==> src/rtl/id_hazard_if.sv <==
// Bundle between the fetch/register-file side and the ID hazard stage.
// The master side drives the IF/ID and register-file signals; the slave side is the ID stage.
interface id_hazard_if;
  logic [31:0] IFIDInstr;
  logic [31:0] IFIDPCPlus4;
  logic [31:0] IFPCPlus4;
  logic [31:0] RsData;
  logic [31:0] RtData;

  logic [31:0] IDJumpTarget;
  logic [31:0] IDNonJumpTarget;
  logic        IDJump;
  logic        IFIDFlush;
  logic        IFIDWrite;
  logic        IFPCWrite;

  logic        IDEXRegWrite;
  logic        IDEXMemRead;
  logic        IDEXMemWrite;
  logic [4:0]  IDEXDest;
  logic [4:0]  IDEXRs;
  logic [4:0]  IDEXRt;
  logic [31:0] IDEXRsData;
  logic [31:0] IDEXRtData;
  logic [31:0] IDEXImm;
  logic [31:0] IDEXPCPlus4;
  logic [5:0]  IDEXOpcode;
  logic [5:0]  IDEXFunct;

  modport master (
    output IFIDInstr, IFIDPCPlus4, IFPCPlus4, RsData, RtData,
    input  IDJumpTarget, IDNonJumpTarget, IDJump, IFIDFlush, IFIDWrite, IFPCWrite,
    input  IDEXRegWrite, IDEXMemRead, IDEXMemWrite, IDEXDest, IDEXRs, IDEXRt,
    input  IDEXRsData, IDEXRtData, IDEXImm, IDEXPCPlus4, IDEXOpcode, IDEXFunct
  );

  modport slave (
    input  IFIDInstr, IFIDPCPlus4, IFPCPlus4, RsData, RtData,
    output IDJumpTarget, IDNonJumpTarget, IDJump, IFIDFlush, IFIDWrite, IFPCWrite,
    output IDEXRegWrite, IDEXMemRead, IDEXMemWrite, IDEXDest, IDEXRs, IDEXRt,
    output IDEXRsData, IDEXRtData, IDEXImm, IDEXPCPlus4, IDEXOpcode, IDEXFunct
  );
endinterface

==> src/rtl/id_hazard_stage.sv <==
// ID stage: decode, jump/branch resolution, load-use and branch-operand stalls, ID/EX register.
// Optional macro ID_JR_EN makes R-type funct 0x08 (jr) a register-indirect jump.
module id_hazard_stage (
  input  logic       clock,
  input  logic       reset,
  id_hazard_if.slave bus
);

  localparam logic [5:0] OP_RTYPE = 6'h00;
  localparam logic [5:0] OP_J     = 6'h02;
  localparam logic [5:0] OP_JAL   = 6'h03;
  localparam logic [5:0] OP_BEQ   = 6'h04;
  localparam logic [5:0] OP_BNE   = 6'h05;
  localparam logic [5:0] OP_ADDI  = 6'h08;
  localparam logic [5:0] OP_SLTI  = 6'h0A;
  localparam logic [5:0] OP_ANDI  = 6'h0C;
  localparam logic [5:0] OP_ORI   = 6'h0D;
  localparam logic [5:0] OP_LW    = 6'h23;
  localparam logic [5:0] OP_SW    = 6'h2B;

  logic [31:0] instr;
  logic [5:0]  opcode;
  logic [5:0]  funct;
  logic [4:0]  rs;
  logic [4:0]  rt;
  logic [4:0]  rd;
  logic [15:0] imm16;
  logic [31:0] imm_sext;

  assign instr    = bus.IFIDInstr;
  assign opcode   = instr[31:26];
  assign rs       = instr[25:21];
  assign rt       = instr[20:16];
  assign rd       = instr[15:11];
  assign imm16    = instr[15:0];
  assign funct    = instr[5:0];
  assign imm_sext = {{16{imm16[15]}}, imm16};

  logic is_rtype, is_j, is_jal, is_beq, is_bne, is_lw, is_sw, is_imm_alu, is_jr;
  logic known_op;

  assign is_rtype   = (opcode == OP_RTYPE);
  assign is_j       = (opcode == OP_J);
  assign is_jal     = (opcode == OP_JAL);
  assign is_beq     = (opcode == OP_BEQ);
  assign is_bne     = (opcode == OP_BNE);
  assign is_lw      = (opcode == OP_LW);
  assign is_sw      = (opcode == OP_SW);
  assign is_imm_alu = (opcode == OP_ADDI) || (opcode == OP_SLTI) ||
                      (opcode == OP_ANDI) || (opcode == OP_ORI);
  assign known_op   = is_rtype || is_j || is_jal || is_beq || is_bne ||
                      is_lw || is_sw || is_imm_alu;

`ifdef ID_JR_EN
  localparam logic [5:0] FN_JR = 6'h08;
  assign is_jr = is_rtype && (funct == FN_JR);
`else
  assign is_jr = 1'b0;
`endif

  logic       dec_reg_write;
  logic       dec_mem_read;
  logic       dec_mem_write;
  logic [4:0] dec_dest;
  logic       use_rs;
  logic       use_rt;
  logic       ctl_hazard_insn;

  assign dec_reg_write = (is_rtype && !is_jr) || is_lw || is_imm_alu || is_jal;
  assign dec_mem_read  = is_lw;
  assign dec_mem_write = is_sw;

  always_comb begin
    dec_dest = 5'd0;
    if (dec_reg_write) begin
      if (is_rtype)    dec_dest = rd;
      else if (is_jal) dec_dest = 5'd31;
      else             dec_dest = rt;
    end
  end

  assign use_rs          = known_op && !is_j && !is_jal;
  assign use_rt          = (is_rtype && !is_jr) || is_sw || is_beq || is_bne;
  assign ctl_hazard_insn = is_beq || is_bne || is_jr;

  logic        idex_reg_write;
  logic        idex_mem_read;
  logic        idex_mem_write;
  logic [4:0]  idex_dest;
  logic [4:0]  idex_rs;
  logic [4:0]  idex_rt;
  logic [31:0] idex_rs_data;
  logic [31:0] idex_rt_data;
  logic [31:0] idex_imm;
  logic [31:0] idex_pc_plus4;
  logic [5:0]  idex_opcode;
  logic [5:0]  idex_funct;

  logic        exmem_reg_write;
  logic        exmem_mem_read;
  logic [4:0]  exmem_dest;

  // Branches compare in ID, so they must wait for any in-flight producer, not only loads.
  logic rs_hit_idex, rt_hit_idex, rs_hit_exmem, rt_hit_exmem;
  logic branch_stall, load_stall, stall;

  assign rs_hit_idex  = use_rs && (rs != 5'd0) && idex_reg_write  && (rs == idex_dest);
  assign rt_hit_idex  = use_rt && (rt != 5'd0) && idex_reg_write  && (rt == idex_dest);
  assign rs_hit_exmem = use_rs && (rs != 5'd0) && exmem_reg_write && (rs == exmem_dest);
  assign rt_hit_exmem = use_rt && (rt != 5'd0) && exmem_reg_write && (rt == exmem_dest);

  assign branch_stall = ctl_hazard_insn &&
                        (rs_hit_idex || rt_hit_idex || rs_hit_exmem || rt_hit_exmem);
  assign load_stall   = !ctl_hazard_insn && idex_mem_read && (idex_dest != 5'd0) &&
                        ((use_rs && (rs == idex_dest)) || (use_rt && (rt == idex_dest)));
  assign stall        = !reset && (branch_stall || load_stall);

  logic        operands_equal;
  logic        taken;
  logic        redirect;
  logic [31:0] branch_target;
  logic [31:0] jump_target;

  assign operands_equal = (bus.RsData == bus.RtData);
  assign taken          = is_j || is_jal || is_jr ||
                          (is_beq && operands_equal) || (is_bne && !operands_equal);
  assign redirect       = taken && !stall && !reset;

  assign branch_target  = bus.IFIDPCPlus4 + {imm_sext[29:0], 2'b00};

  always_comb begin
    jump_target = branch_target;
    if (is_j || is_jal) jump_target = {bus.IFIDPCPlus4[31:28], instr[25:0], 2'b00};
    else if (is_jr)     jump_target = bus.RsData;
  end

  assign bus.IDJumpTarget    = jump_target;
  assign bus.IDNonJumpTarget = bus.IFPCPlus4;
  assign bus.IDJump          = redirect;
  assign bus.IFIDFlush       = redirect;
  assign bus.IFIDWrite       = !stall;
  assign bus.IFPCWrite       = !stall;

  // A stall still advances the shadow EXMEM; only the ID/EX slot gets a bubble.
  always_ff @(posedge clock) begin
    if (reset) begin
      idex_reg_write  <= 1'b0;
      idex_mem_read   <= 1'b0;
      idex_mem_write  <= 1'b0;
      idex_dest       <= 5'd0;
      idex_rs         <= 5'd0;
      idex_rt         <= 5'd0;
      idex_rs_data    <= 32'd0;
      idex_rt_data    <= 32'd0;
      idex_imm        <= 32'd0;
      idex_pc_plus4   <= 32'd0;
      idex_opcode     <= 6'd0;
      idex_funct      <= 6'd0;
      exmem_reg_write <= 1'b0;
      exmem_mem_read  <= 1'b0;
      exmem_dest      <= 5'd0;
    end else begin
      exmem_reg_write <= idex_reg_write;
      exmem_mem_read  <= idex_mem_read;
      exmem_dest      <= idex_dest;
      if (stall) begin
        idex_reg_write <= 1'b0;
        idex_mem_read  <= 1'b0;
        idex_mem_write <= 1'b0;
        idex_dest      <= 5'd0;
        idex_rs        <= 5'd0;
        idex_rt        <= 5'd0;
        idex_rs_data   <= 32'd0;
        idex_rt_data   <= 32'd0;
        idex_imm       <= 32'd0;
        idex_pc_plus4  <= 32'd0;
        idex_opcode    <= 6'd0;
        idex_funct     <= 6'd0;
      end else begin
        idex_reg_write <= dec_reg_write;
        idex_mem_read  <= dec_mem_read;
        idex_mem_write <= dec_mem_write;
        idex_dest      <= dec_dest;
        idex_rs        <= rs;
        idex_rt        <= rt;
        idex_rs_data   <= bus.RsData;
        idex_rt_data   <= bus.RtData;
        idex_imm       <= imm_sext;
        idex_pc_plus4  <= bus.IFIDPCPlus4;
        idex_opcode    <= opcode;
        idex_funct     <= funct;
      end
    end
  end

  assign bus.IDEXRegWrite = idex_reg_write;
  assign bus.IDEXMemRead  = idex_mem_read;
  assign bus.IDEXMemWrite = idex_mem_write;
  assign bus.IDEXDest     = idex_dest;
  assign bus.IDEXRs       = idex_rs;
  assign bus.IDEXRt       = idex_rt;
  assign bus.IDEXRsData   = idex_rs_data;
  assign bus.IDEXRtData   = idex_rt_data;
  assign bus.IDEXImm      = idex_imm;
  assign bus.IDEXPCPlus4  = idex_pc_plus4;
  assign bus.IDEXOpcode   = idex_opcode;
  assign bus.IDEXFunct    = idex_funct;

  // The load flag in EXMEM is carried for the execute side; no ID hazard depends on it.
  logic unused_exmem;
  assign unused_exmem = exmem_mem_read;

endmodule

==> src/flat_wrapper.sv <==
// flat-port wrapper written by rule: the top's interface ports become plain ports
module id_hazard_stage_flat 
  (clock, reset, bus_IFIDInstr, bus_IFIDPCPlus4, bus_IFPCPlus4, bus_RsData, bus_RtData, bus_IDJumpTarget, bus_IDNonJumpTarget, bus_IDJump, bus_IFIDFlush, bus_IFIDWrite, bus_IFPCWrite, bus_IDEXRegWrite, bus_IDEXMemRead, bus_IDEXMemWrite, bus_IDEXDest, bus_IDEXRs, bus_IDEXRt, bus_IDEXRsData, bus_IDEXRtData, bus_IDEXImm, bus_IDEXPCPlus4, bus_IDEXOpcode, bus_IDEXFunct);
  id_hazard_if bus_i ();
  input  logic clock;
  input  logic reset;
  input wire logic [$bits(bus_i.IFIDInstr)-1:0] bus_IFIDInstr;
  input wire logic [$bits(bus_i.IFIDPCPlus4)-1:0] bus_IFIDPCPlus4;
  input wire logic [$bits(bus_i.IFPCPlus4)-1:0] bus_IFPCPlus4;
  input wire logic [$bits(bus_i.RsData)-1:0] bus_RsData;
  input wire logic [$bits(bus_i.RtData)-1:0] bus_RtData;
  output wire logic [$bits(bus_i.IDJumpTarget)-1:0] bus_IDJumpTarget;
  output wire logic [$bits(bus_i.IDNonJumpTarget)-1:0] bus_IDNonJumpTarget;
  output wire logic [$bits(bus_i.IDJump)-1:0] bus_IDJump;
  output wire logic [$bits(bus_i.IFIDFlush)-1:0] bus_IFIDFlush;
  output wire logic [$bits(bus_i.IFIDWrite)-1:0] bus_IFIDWrite;
  output wire logic [$bits(bus_i.IFPCWrite)-1:0] bus_IFPCWrite;
  output wire logic [$bits(bus_i.IDEXRegWrite)-1:0] bus_IDEXRegWrite;
  output wire logic [$bits(bus_i.IDEXMemRead)-1:0] bus_IDEXMemRead;
  output wire logic [$bits(bus_i.IDEXMemWrite)-1:0] bus_IDEXMemWrite;
  output wire logic [$bits(bus_i.IDEXDest)-1:0] bus_IDEXDest;
  output wire logic [$bits(bus_i.IDEXRs)-1:0] bus_IDEXRs;
  output wire logic [$bits(bus_i.IDEXRt)-1:0] bus_IDEXRt;
  output wire logic [$bits(bus_i.IDEXRsData)-1:0] bus_IDEXRsData;
  output wire logic [$bits(bus_i.IDEXRtData)-1:0] bus_IDEXRtData;
  output wire logic [$bits(bus_i.IDEXImm)-1:0] bus_IDEXImm;
  output wire logic [$bits(bus_i.IDEXPCPlus4)-1:0] bus_IDEXPCPlus4;
  output wire logic [$bits(bus_i.IDEXOpcode)-1:0] bus_IDEXOpcode;
  output wire logic [$bits(bus_i.IDEXFunct)-1:0] bus_IDEXFunct;
  assign bus_i.IFIDInstr = bus_IFIDInstr;
  assign bus_i.IFIDPCPlus4 = bus_IFIDPCPlus4;
  assign bus_i.IFPCPlus4 = bus_IFPCPlus4;
  assign bus_i.RsData = bus_RsData;
  assign bus_i.RtData = bus_RtData;
  assign bus_IDJumpTarget = bus_i.IDJumpTarget;
  assign bus_IDNonJumpTarget = bus_i.IDNonJumpTarget;
  assign bus_IDJump = bus_i.IDJump;
  assign bus_IFIDFlush = bus_i.IFIDFlush;
  assign bus_IFIDWrite = bus_i.IFIDWrite;
  assign bus_IFPCWrite = bus_i.IFPCWrite;
  assign bus_IDEXRegWrite = bus_i.IDEXRegWrite;
  assign bus_IDEXMemRead = bus_i.IDEXMemRead;
  assign bus_IDEXMemWrite = bus_i.IDEXMemWrite;
  assign bus_IDEXDest = bus_i.IDEXDest;
  assign bus_IDEXRs = bus_i.IDEXRs;
  assign bus_IDEXRt = bus_i.IDEXRt;
  assign bus_IDEXRsData = bus_i.IDEXRsData;
  assign bus_IDEXRtData = bus_i.IDEXRtData;
  assign bus_IDEXImm = bus_i.IDEXImm;
  assign bus_IDEXPCPlus4 = bus_i.IDEXPCPlus4;
  assign bus_IDEXOpcode = bus_i.IDEXOpcode;
  assign bus_IDEXFunct = bus_i.IDEXFunct;
  id_hazard_stage u_core (.clock(clock), .reset(reset), .bus(bus_i));
endmodule
==> config.mk <==
export PLATFORM = sky130hd
export DESIGN_NAME = id_hazard_stage_flat
export DESIGN_NICKNAME = d
export VERILOG_FILES = /design/src/rtl/id_hazard_if.sv /design/src/rtl/id_hazard_stage.sv /design/src/flat_wrapper.sv
export SDC_FILE = /design/constraint.sdc
export NUM_CORES = 1
export LEC_CHECK = 0
export BUFFER_PORTS_ARGS = -buffer_cell sky130_fd_sc_hd__buf_2
export CAP_MARGIN = 40
export CORE_AREA = 2 2 152 154
export DETAILED_ROUTE_END_ITERATION = 10
export DIE_AREA = 0 0 154 156
export GPL_TIMING_DRIVEN = 0
export MAX_ROUTING_LAYER = met4
export PLACE_DENSITY_LB_ADDON = 0.1
export REMOVE_ABC_BUFFERS = 1
export SLEW_MARGIN = 10
export SYNTH_ARGS = -nofsm -noshare
export SYNTH_HDL_FRONTEND = slang
export SYNTH_SLANG_ARGS = --single-unit
==> constraint.sdc <==
create_clock -name clock -period 5.5 [get_ports clock]
set_input_delay 0.275 -clock clock [delete_from_list [all_inputs] [get_ports clock]]
set_output_delay 0.275 -clock clock [all_outputs]
set_load 0.02 [all_outputs]
==> metrics, run 1 <==
ant diodes 0; drt total wl 22.2 mm; die area 24000 um2; Placement Setup Slack 2.09 ns; RR Startpoint u_core.bus.IDEXDest[1]$_SDFF_PP0_; synth warn 0; Levels on crit path 13; Die W 154 um; Leak 4.34 nW; worst relative slew slack 46.0%; All-Layer GR Usage 18.5%; Async S/R FF share, synth 0%; f_max 291 MHz; vias in the first global route 5856; top_reg_cell synth dfxtp_1; hold_buf cts 0; Startpoint Class input pin; status finished, final reports clean; CTS Buffer Depth 2; non-filler cells, final 1317; final hold slack 0.0630 ns; Post-Route Setup TNS 0 ns; initial antenna violation count 0; layout cell share with drive strength beyond 1 35.1%; vias per std cell 4.60; Clock Sinks 142; Hold Path Class in2reg; pwr dens 315 nW/um2; Cell variety after synth 55; port bufs 323; CTS H-tree depth 4; area occupied by registers 2840 um2; worst-path cell chain buf_2, ha_1, inv_1, fa_1, nor2b_1, o31a_1, o311ai_0, a21oi_1, o2111ai_1, a21oi_1, nor4b_1, o41ai_1, buf_2; commonest non-fill, non-tap cell in the layout buf_2; Root Driver clkbuf_16; Top delay family on crit path compound AO/OA/AOI/OAI gates; DRT iter0 DRCs 213; Max Cap Viol 0; Core ar. 22400 um2; DRT Pass-1 Iters 5; GRT Residual Overflow 0; crit path kind in2out; Placed Area 8380 um2; Final Cell Area 8930 um2; Mean Syn Cell Area 9.15 um2; Setup Skew 0.0119 ns; sequential fraction of the synthesis area 40.7%; HP Start bus_IFIDPCPlus4[0]; Final Cycle Share 62.5%; via count 6052; CP max stage cell o311ai_0; WP buf/inv 3; post-CTS sizing 0; Top Ports 388; slew at the pin with the worst max-slew slack 0.808 ns; Crit path arrival time 3.16 ns; first-pass GRT wire length 32.9 mm; gpl congestion 0.804; Worst Setup End Kind output port; Syn Inst Count 763; CTS tree built; HPWL Detailed 17.4 mm; Layout area overhead 28.0%; setup violators final 0; fin. max-slew vios 0; unrepaired setup endpoints after global routing no; drt wl/cell 16.8 um; Post-synth EDFFs 0; Worst Reg-to-Reg Cells 9; CTS clk-pin slew, worst paths 0.06 ns; nets 1212; Critical Path Start bus_IFIDPCPlus4[2]; Core Util, Final 39.9%; starting density of the core 31.2%; leading area contributor after synthesis dfxtp_1; fill count 2342; crit-path max FO 4; largest net degree at the start of global routing 85; hold path cells 2; DRC Markers 0; minimum clock period 3.44 ns; post-CTS setup repair buffer count 0; Clock Latency Late Sink 0.42 ns; top post-synthesis cells by area dfxtp_1, and2_1, xor2_1; Row Count 55; slowest stage delay, CP 0.58 ns; most frequent cells in the layout buf_2, dfxtp_1, and2_1; Yosys reg bits 142; Yosys top cell area share 40.7%; Routed Antenna Nets 0; VDD IR max 0.168 mV; Multi-input gate area 3450 um2; CTS buffer count 17; cell area after synthesis 6980 um2; Die Y 156 um; final hold violations 0; Final Power 2.81 mW; Crit path required time 5.22 ns; Placed Cells 1286; Setup WS post-layout 2.06 ns
## routing by layer
metal	share of wire [%]	wire length (um)	global-route usage, %
met1	46	10200	22.9
met2	43	9570	27.2
met3	9.5	2110	8.14
met4	1.3	286	5.16
met5	0	0	-
## registers in the layout, indices dropped and copies added (netlist names)
register                 count
u_core.bus.IDEXRsData       32
u_core.bus.IDEXRegWrite      1
u_core.bus.IDEXRt            5
u_core.bus.IDEXMemWrite      1
u_core.bus.IDEXFunct         5
u_core.exmem_dest            5
u_core.bus.IDEXDest          5
u_core.bus.IDEXRs            5
u_core.exmem_reg_write       1
u_core.bus.IDEXImm          11
u_core.bus.IDEXRtData       32
u_core.bus.IDEXPCPlus4      32
u_core.bus.IDEXOpcode        6
u_core.bus.IDEXMemRead       1
## final timing paths
path	slack, ns	endpoint
max	2.06	bus_IDJumpTarget[28]
min	0.06	u_core.bus.IDEXPCPlus4[0]$_SDFF_PP0_
min reg2reg	0.49	u_core.exmem_reg_write$_SDFF_PP0_
max reg2reg	2.84	u_core.bus.IDEXPCPlus4[13]$_SDFF_PP0_
## worst register-to-register path, cell delays in order, from the launching register on
cell,delay (ns)
dfxtp_1,0.43
xnor2_1,0.15
nand4_1,0.12
or3_1,0.38
o32ai_1,0.29
a21oi_1,0.12
o21a_1,0.23
and2b_4,0.29
buf_16,0.23
and2_1,0.32
## final cells by class
| class | count | share of cell area (%) |
|---|---|---|
| repair buffers | 325 | 18.6 |
| multi-input cells | 515 | 38.6 |
| clock buffers | 17 | 4.76 |
| flip-flops and latches | 142 | 31.8 |
| well taps | 285 | 3.99 |
| clock inverters | 14 | 1.44 |
| inverters | 19 | 0.798 |
## Yosys cell counts (all sizes together), types with 7 or more instances
cell	number
nor4	12
a21oi	42
xor2	49
nor2b	13
a31oi	8
ha	29
o21ai	21
dfxtp	142
a21o	11
clkbuf	17
nor3	17
nand2	31
and3	7
buf	70
and2	119
xnor2	24
nand3	13
nor2	36
inv	19
o21a	12
## power by group
part           switching, mW  leakage (nW)  total (mW)  internal, mW
logic                  0.380          2.90       0.621         0.241
clock network          0.509         0.256        1.10         0.591
registers             0.0135          1.18        1.09          1.08
## logic make-up after synthesis
logic type	synth area share [%]
XOR/XNOR	9.16
AND/OR/NAND/NOR	21.8
flip-flops	40.7
buffers and inverters	9.95
AO/OA/AOI/OAI	12.8
adder cells (fa/ha/maj)	5.48
multiplexers	0.161
Note: power is estimated with default switching activity, not from simulation.
==> run 2, diff against run 1 <==
- CORE_AREA: 2 2 152 154 -> 2 2 150 152
- DIE_AREA: 0 0 154 156 -> 0 0 152 154
- clock period: 5.5 -> 2.95 ns (I/O delays scaled with it)
==> metrics, run 2 (same netlist as run 1, synthesis figures left out) <==
most frequent cells in the layout buf_2, dfxtp_1, and2_1; Die W 152 um (-1.3%); worst-path cell chain dlygate4sd3_1, buf_2, ha_1, a21oi_1, nor2b_1, o21ai_0, a21oi_1, o31a_1, or2_1, o21a_1, o31ai_1, buf_2; slew at the pin with the worst max-slew slack 0.851 ns (+0.0432 ns); Core ar. 21700 um2 (-3.0%); sw power 1.72 mW (+91%); Worst Setup End Kind output port; Row Count 54 (-1.8%); fill count 2147 (-8.3%); Critical Path Start bus_IFIDPCPlus4[23]; Final Cycle Share 95.2%; GRT Residual Overflow 0 (unchanged); Gate power share 23.9% (+1.8 points); CP max stage cell dlygate4sd3_1; final hold slack 0.0216 ns (-0.0414 ns); starting density of the core 32.2% (+0.97 points); Setup WS post-layout 0.143 ns (-1.92 ns); GR Util met2 31.4% (+4.2 points); drt wl/cell 16.4 um (-2.4%); non-filler cells, final 1426 (+8.3%); met3 Use GR 8.48% (+0.34 points); Top delay family on crit path compound AO/OA/AOI/OAI gates; Leak 4.83 nW (+11%); minimum clock period 2.81 ns; Layout area overhead 46.2%; gpl congestion 0.821 (+2.2%); status finished, final reports clean; f_max 356 MHz; Placement Setup Slack -0.244 ns (-2.34 ns); CTS Buffer Depth 2 (unchanged); nets 1323 (+9.2%); port bufs 323 (unchanged); Clock Latency Late Sink 0.42 ns (about the same); fin. max-slew vios 0 (unchanged); Placed Area 8370 um2 (about the same); Final Power 5.49 mW (+95%); unrepaired setup endpoints after global routing no; Root Driver clkbuf_16; Seq pwr share 37.1% (-1.7 points); Setup Skew 0.0115 ns (-0.000450 ns); DRC Markers 0 (unchanged); Crit path arrival time 2.66 ns (-0.50 ns); M1 GR Usage 24.2% (+1.3 points); DRT Pass-1 Iters 4 (-1); HPWL Detailed 17.8 mm (+2.2%); first-pass GRT wire length 36.1 mm (+9.9%); pwr dens 538 nW/um2 (+71%); Sw Share 31.4% (-0.68 points); Clock Sinks 142 (unchanged); Startpoint Class input pin; Post-Route Setup TNS 0 ns (unchanged); Final Cell Area 10200 um2 (+14%); HP Start bus_IFIDInstr[11]; VDD IR max 0.340 mV (+100%); crit-path max FO 4 (unchanged); layout cell share with drive strength beyond 1 33.7% (-1.3 points); final hold violations 0 (unchanged); RR Startpoint u_core.bus.IDEXDest[1]$_SDFF_PP0_; Routed Antenna Nets 0 (unchanged); CTS buffer count 17 (unchanged); Hold Path Class in2reg; slowest stage delay, CP 0.54 ns (-0.04 ns); grt peak-use layer met2; All-Layer GR Usage 20.1% (+1.7 points); WP buf/inv 3 (unchanged); via count 6504 (+7.5%); CTS clk-pin slew, worst paths 0.06 ns (about the same); Core Util, Final 47.0% (+7.1 points); largest net degree at the start of global routing 85 (unchanged); worst relative slew slack 43.1% (-2.9 points); initial antenna violation count 2 (+2); commonest non-fill, non-tap cell in the layout buf_2; DRT iter0 DRCs 253 (+19%); Clk network pwr share 38.9% (-0.2 points); Top Ports 388 (unchanged); CTS tree built; setup violators final 0 (unchanged); CTS H-tree depth 4 (unchanged); Placed Cells 1281 (-0.39%); Die Y 154 um (-1.3%); vias per std cell 4.56 (-0.75%); vias in the first global route 6574 (+12%); Crit path required time 2.80 ns (-2.42 ns); die area 23400 um2 (-2.6%); crit path kind in2out; Max Cap Viol 0 (unchanged); P_int 3.77 mW (+97%); drt total wl 23.4 mm (+5.7%)
## run 2: cell count changes in the layout (fill, tap and decap cells not counted), moves of 2 or more
cell / delta
ha_2: +4
clkinvlp_4: -2
a221oi_1: -2
nand3_1: -2
diode_2: +2
inv_6: +2
nand3_2: +2
buf_2: -2
dlygate4sd3_1: +108
a221oi_2: +2
ha_4: +4
ha_1: -8
buf_4: +4
## run 2: final cells by class
cell class / instances / area [um2] / area share [%]
clock inverters: 14 / 145 / 1.42
inverters: 19 / 71.3 / 0.699
diodes: 2 / 5.00 / 0.0490
flip-flops and latches: 142 / 2840 / 27.9
repair buffers: 436 / 2770 / 27.2
multi-input cells: 515 / 3590 / 35.2
well taps: 280 / 350 / 3.43
clock buffers: 18 / 429 / 4.21
## run 2: timing repair
| item | in CTS | in global routing |
|---|---|---|
| endpoints found under the setup margin | 9 | 9 |
| pin swaps | 2 | 9 |
| hold endpoints to repair | 113 | 0 |
| hold buffers | 108 | 0 |
| gates resized for setup | 9 | 20 |
| setup buffers | 0 | 3 |
## run 2: final timing paths
kind,endpoint,slack (ns),depth (start not counted)
max,bus_IDJumpTarget[30],0.14,12
min reg2reg,u_core.exmem_reg_write$_SDFF_PP0_,0.49,1
max reg2reg,u_core.bus.IDEXPCPlus4[13]$_SDFF_PP0_,0.32,9
min,u_core.bus.IDEXImm[11]$_SDFF_PP0_,0.02,2
## run 2: power groups by stage
stage / Clock, mW / Sequential, mW / Combinational [mW]
6_report: 2.14 / 2.04 / 1.31
5_1_grt: 2.29 / 2.05 / 1.43
4_1_cts: 2.20 / 2.04 / 1.30
3_5_place_dp: 0 / 2.08 / 1.17
3_3_place_gp: 0 / 2.08 / 1.16
2_1_floorplan: 0 / 2.23 / 0.566
## run 2: per-layer routing
layer  part of all wire (%)  up-vias
met5                      0        -
met4                    1.3        0
met3                    8.3       21
met2                     45      256
met1                     45     2957
li1                       -     3270
==> run 3, diff against run 2 <==
- ABC_AREA: not set -> 1
- CORE_AREA: 2 2 150 152 -> 2 2 152 154
- DIE_AREA: 0 0 152 154 -> 0 0 154 156
==> metrics, run 3 <==
Crit path arrival time 2.63 ns (-0.03 ns); drt wl/cell 15.3 um (-6.9%); minimum clock period 2.78 ns (-0.0266 ns); Max Cap Viol 0 (unchanged); CTS H-tree depth 4 (unchanged); Synth top cells by count inv_1, nand2_1, dfxtp_1; Post-synth EDFFs 0 (unchanged); Cell variety after synth 29 (-47%); Yosys reg bits 142 (unchanged); simple-gate portion of the synthesized area 30.9% (+9.1 points); die area 24000 um2 (+2.6%); Die Y 156 um (+1.3%); Setup Skew 0.0168 ns (+0.00527 ns); Die W 154 um (+1.3%); Routed Antenna Nets 0 (unchanged); Adder-Cell Fraction of Synth Area 4.93% (-0.55 points); mux cell area share after synthesis 0% (-0.16 points); Core Util, Final 49.1% (+2.1 points); Final Cycle Share 94.3% (-0.90 points); xor/xnor share of the synthesized area 3.50% (-5.7 points); DRT Pass-1 Iters 5 (+1); CTS Buffer Depth 2 (unchanged); HPWL Detailed 21.0 mm (+18%); initial antenna violation count 0 (-2); first-pass GRT wire length 40.8 mm (+13%); largest net degree at the start of global routing 80 (-5.9%); vias in the first global route 7505 (+14%); setup violators final 0 (unchanged); Top Ports 388 (unchanged); top post-synthesis cells by area dfxtp_1, inv_1, nand2_1; Core ar. 22400 um2 (+3.1%); CTS clk-pin slew, worst paths 0.08 ns (+0.02 ns); Hold Path Class in2reg; CTS tree built; crit-path max FO 6 (+2); Crit path required time 2.80 ns (about the same); compound-cell area share of the yosys netlist 7.00% (-5.8 points); sequential fraction of the synthesis area 36.6% (-4.1 points); commonest non-fill, non-tap cell in the layout buf_2; starting density of the core 34.7% (+2.5 points); synth warn 0 (unchanged); slew at the pin with the worst max-slew slack 0.540 ns (-0.312 ns); via count 7964 (+22%); crit path kind in2out; Critical Path Start bus_IFIDInstr[2]; RR Endpoint u_core.bus.IDEXImm[5]$_SDFF_PP0_; vias per std cell 4.46 (-2.2%); Row Count 55 (+1.9%); post-CTS setup repair buffer count 0 (unchanged); CTS buffer count 17 (unchanged); gpl congestion 0.891 (+8.4%); Clock Latency Late Sink 0.43 ns (about the same); Worst R2R Setup Slack 0.43 ns (+0.11 ns); Yosys top cell area share 36.6% (-4.1 points); GRT Residual Overflow 0 (unchanged); hold endpoint u_core.exmem_dest[2]$_SDFF_PP0_; port bufs 323 (unchanged); status finished, final reports clean; DRC Markers 0 (unchanged); fin. max-slew vios 0 (unchanged); unrepaired setup endpoints after global routing no; Root Driver clkbuf_16; layout cell share with drive strength beyond 1 31.3% (-2.5 points); All-Layer GR Usage 22.6% (+2.5 points); Layout area overhead 41.6%; f_max 360 MHz (+0.96%); top_reg_cell synth dfxtp_1; ant diodes 0 (-2); Startpoint Class input pin; Worst Reg-to-Reg Cells 11 (+2); Leak 5.92 nW (+22%); nets 1679 (+27%); largest family of logic cells by synthesized area simple AND/OR/NAND/NOR gates; pwr dens 531 nW/um2 (-1.3%); Placed Cells 1643 (+28%); VDD IR max 0.308 mV (-9.5%); HP Start reset; worst relative slew slack 63.9% (+21 points); cell area after synthesis 7760 um2 (+11%); final hold violations 0 (unchanged); RR Startpoint u_core.bus.IDEXDest[4]$_SDFF_PP0_; hold path cells 2 (unchanged); Async S/R FF share, synth 0% (unchanged); Mean Syn Cell Area 7.00 um2 (-24%); leading area contributor after synthesis dfxtp_1; most frequent cells in the layout buf_2, inv_1, nand2_1; Syn Inst Count 1109 (+45%); Worst Setup End Kind output port; DRT iter0 DRCs 404 (+60%); Clock Sinks 142 (unchanged); drt total wl 27.3 mm (+17%); non-filler cells, final 1785 (+25%)
run 3: cell count changes after synthesis, sizes merged, moves of 13 or more:
cell,change
nor2,+194
inv,+180
nand2,+162
and2,-119
nand3,+47
o21ai,+30
xor2,-30
nand4,+16
nor2b,-13
run 3: layer usage:
layer	global-route usage, %	vias up	wire length [um]
li1	-	4106	-
met2	36.9	261	12800
met5	-	-	0
met1	26.9	3577	12100
met4	5.07	0	256
met3	7.86	20	2210
run 3: how the worst max path moves through the flow:
stage,end,slack (ns),depth (start not counted)
CTS,bus_IDJumpTarget[15],0.13,13
detailed placement,u_core.bus.IDEXRtData[26]$_SDFF_PP0_,0.29,13
global placement,bus_IFIDFlush,-1.76,11
floorplan,bus_IDJump,-0.89,11
finish,bus_IDJumpTarget[23],0.17,13
global route,bus_IFIDFlush,0.006,15
run 3: final cells by class:
| class | instances | area [um2] |
|---|---|---|
| inverter | 199 | 747 |
| clock inverter | 15 | 221 |
| timing repair buffer | 435 | 2770 |
| fill | 2294 | 11400 |
| tap | 285 | 357 |
| clock buffer | 17 | 425 |
| sequential | 142 | 2840 |
| multi-input combinational | 692 | 3630 |
run 3: critical path, stage by stage:
cell           delay [ns]
dlygate4sd3_1        0.54
buf_2                0.13
ha_1                 0.34
a21oi_1              0.14
nand2_1              0.16
nand2_1              0.10
nand2_1              0.16
nand3_1              0.17
nand3_1              0.12
or2_2                0.28
nand3_1              0.07
o21ai_0              0.09
buf_2                0.18
run 3: kinds of logic after synthesis:
| family | after synthesis |
|---|---|
| AO/OA/AOI/OAI | 104 |
| XOR/XNOR | 31 |
| adder cells (fa/ha/maj) | 30 |
| buffers and inverters | 275 |
| flip-flops | 142 |
| AND/OR/NAND/NOR | 527 |
run 3: per-stage QoR:
step                worst slack (ns)  total power, mW  hold WS, ns  TNS (ns)  instance area [um2]
global route                 0.00601             6.11      0.00283         0                11000
finish                         0.169             5.84       0.0213         0                11000
detailed placement             0.288             3.39        0.295         0                 9220
floorplan                     -0.892             2.89        0.220    -27.87                 7180
global placement               -1.76             3.40        0.295   -159.70                 9160
CTS                            0.132             5.89      0.00104         0                11000
run 3: repair_timing:
action | CTS | global route
resized for setup | 0 | 8
endpoints found under the setup margin | 0 | 5
hold buffers | 110 | 0
endpoints found under the hold margin | 110 | 0
run 3: power breakdown:
part,switching (mW),internal (mW)
clock network,0.992,1.38
logic,0.890,0.530
registers,0.0273,2.02
total,1.91,3.93
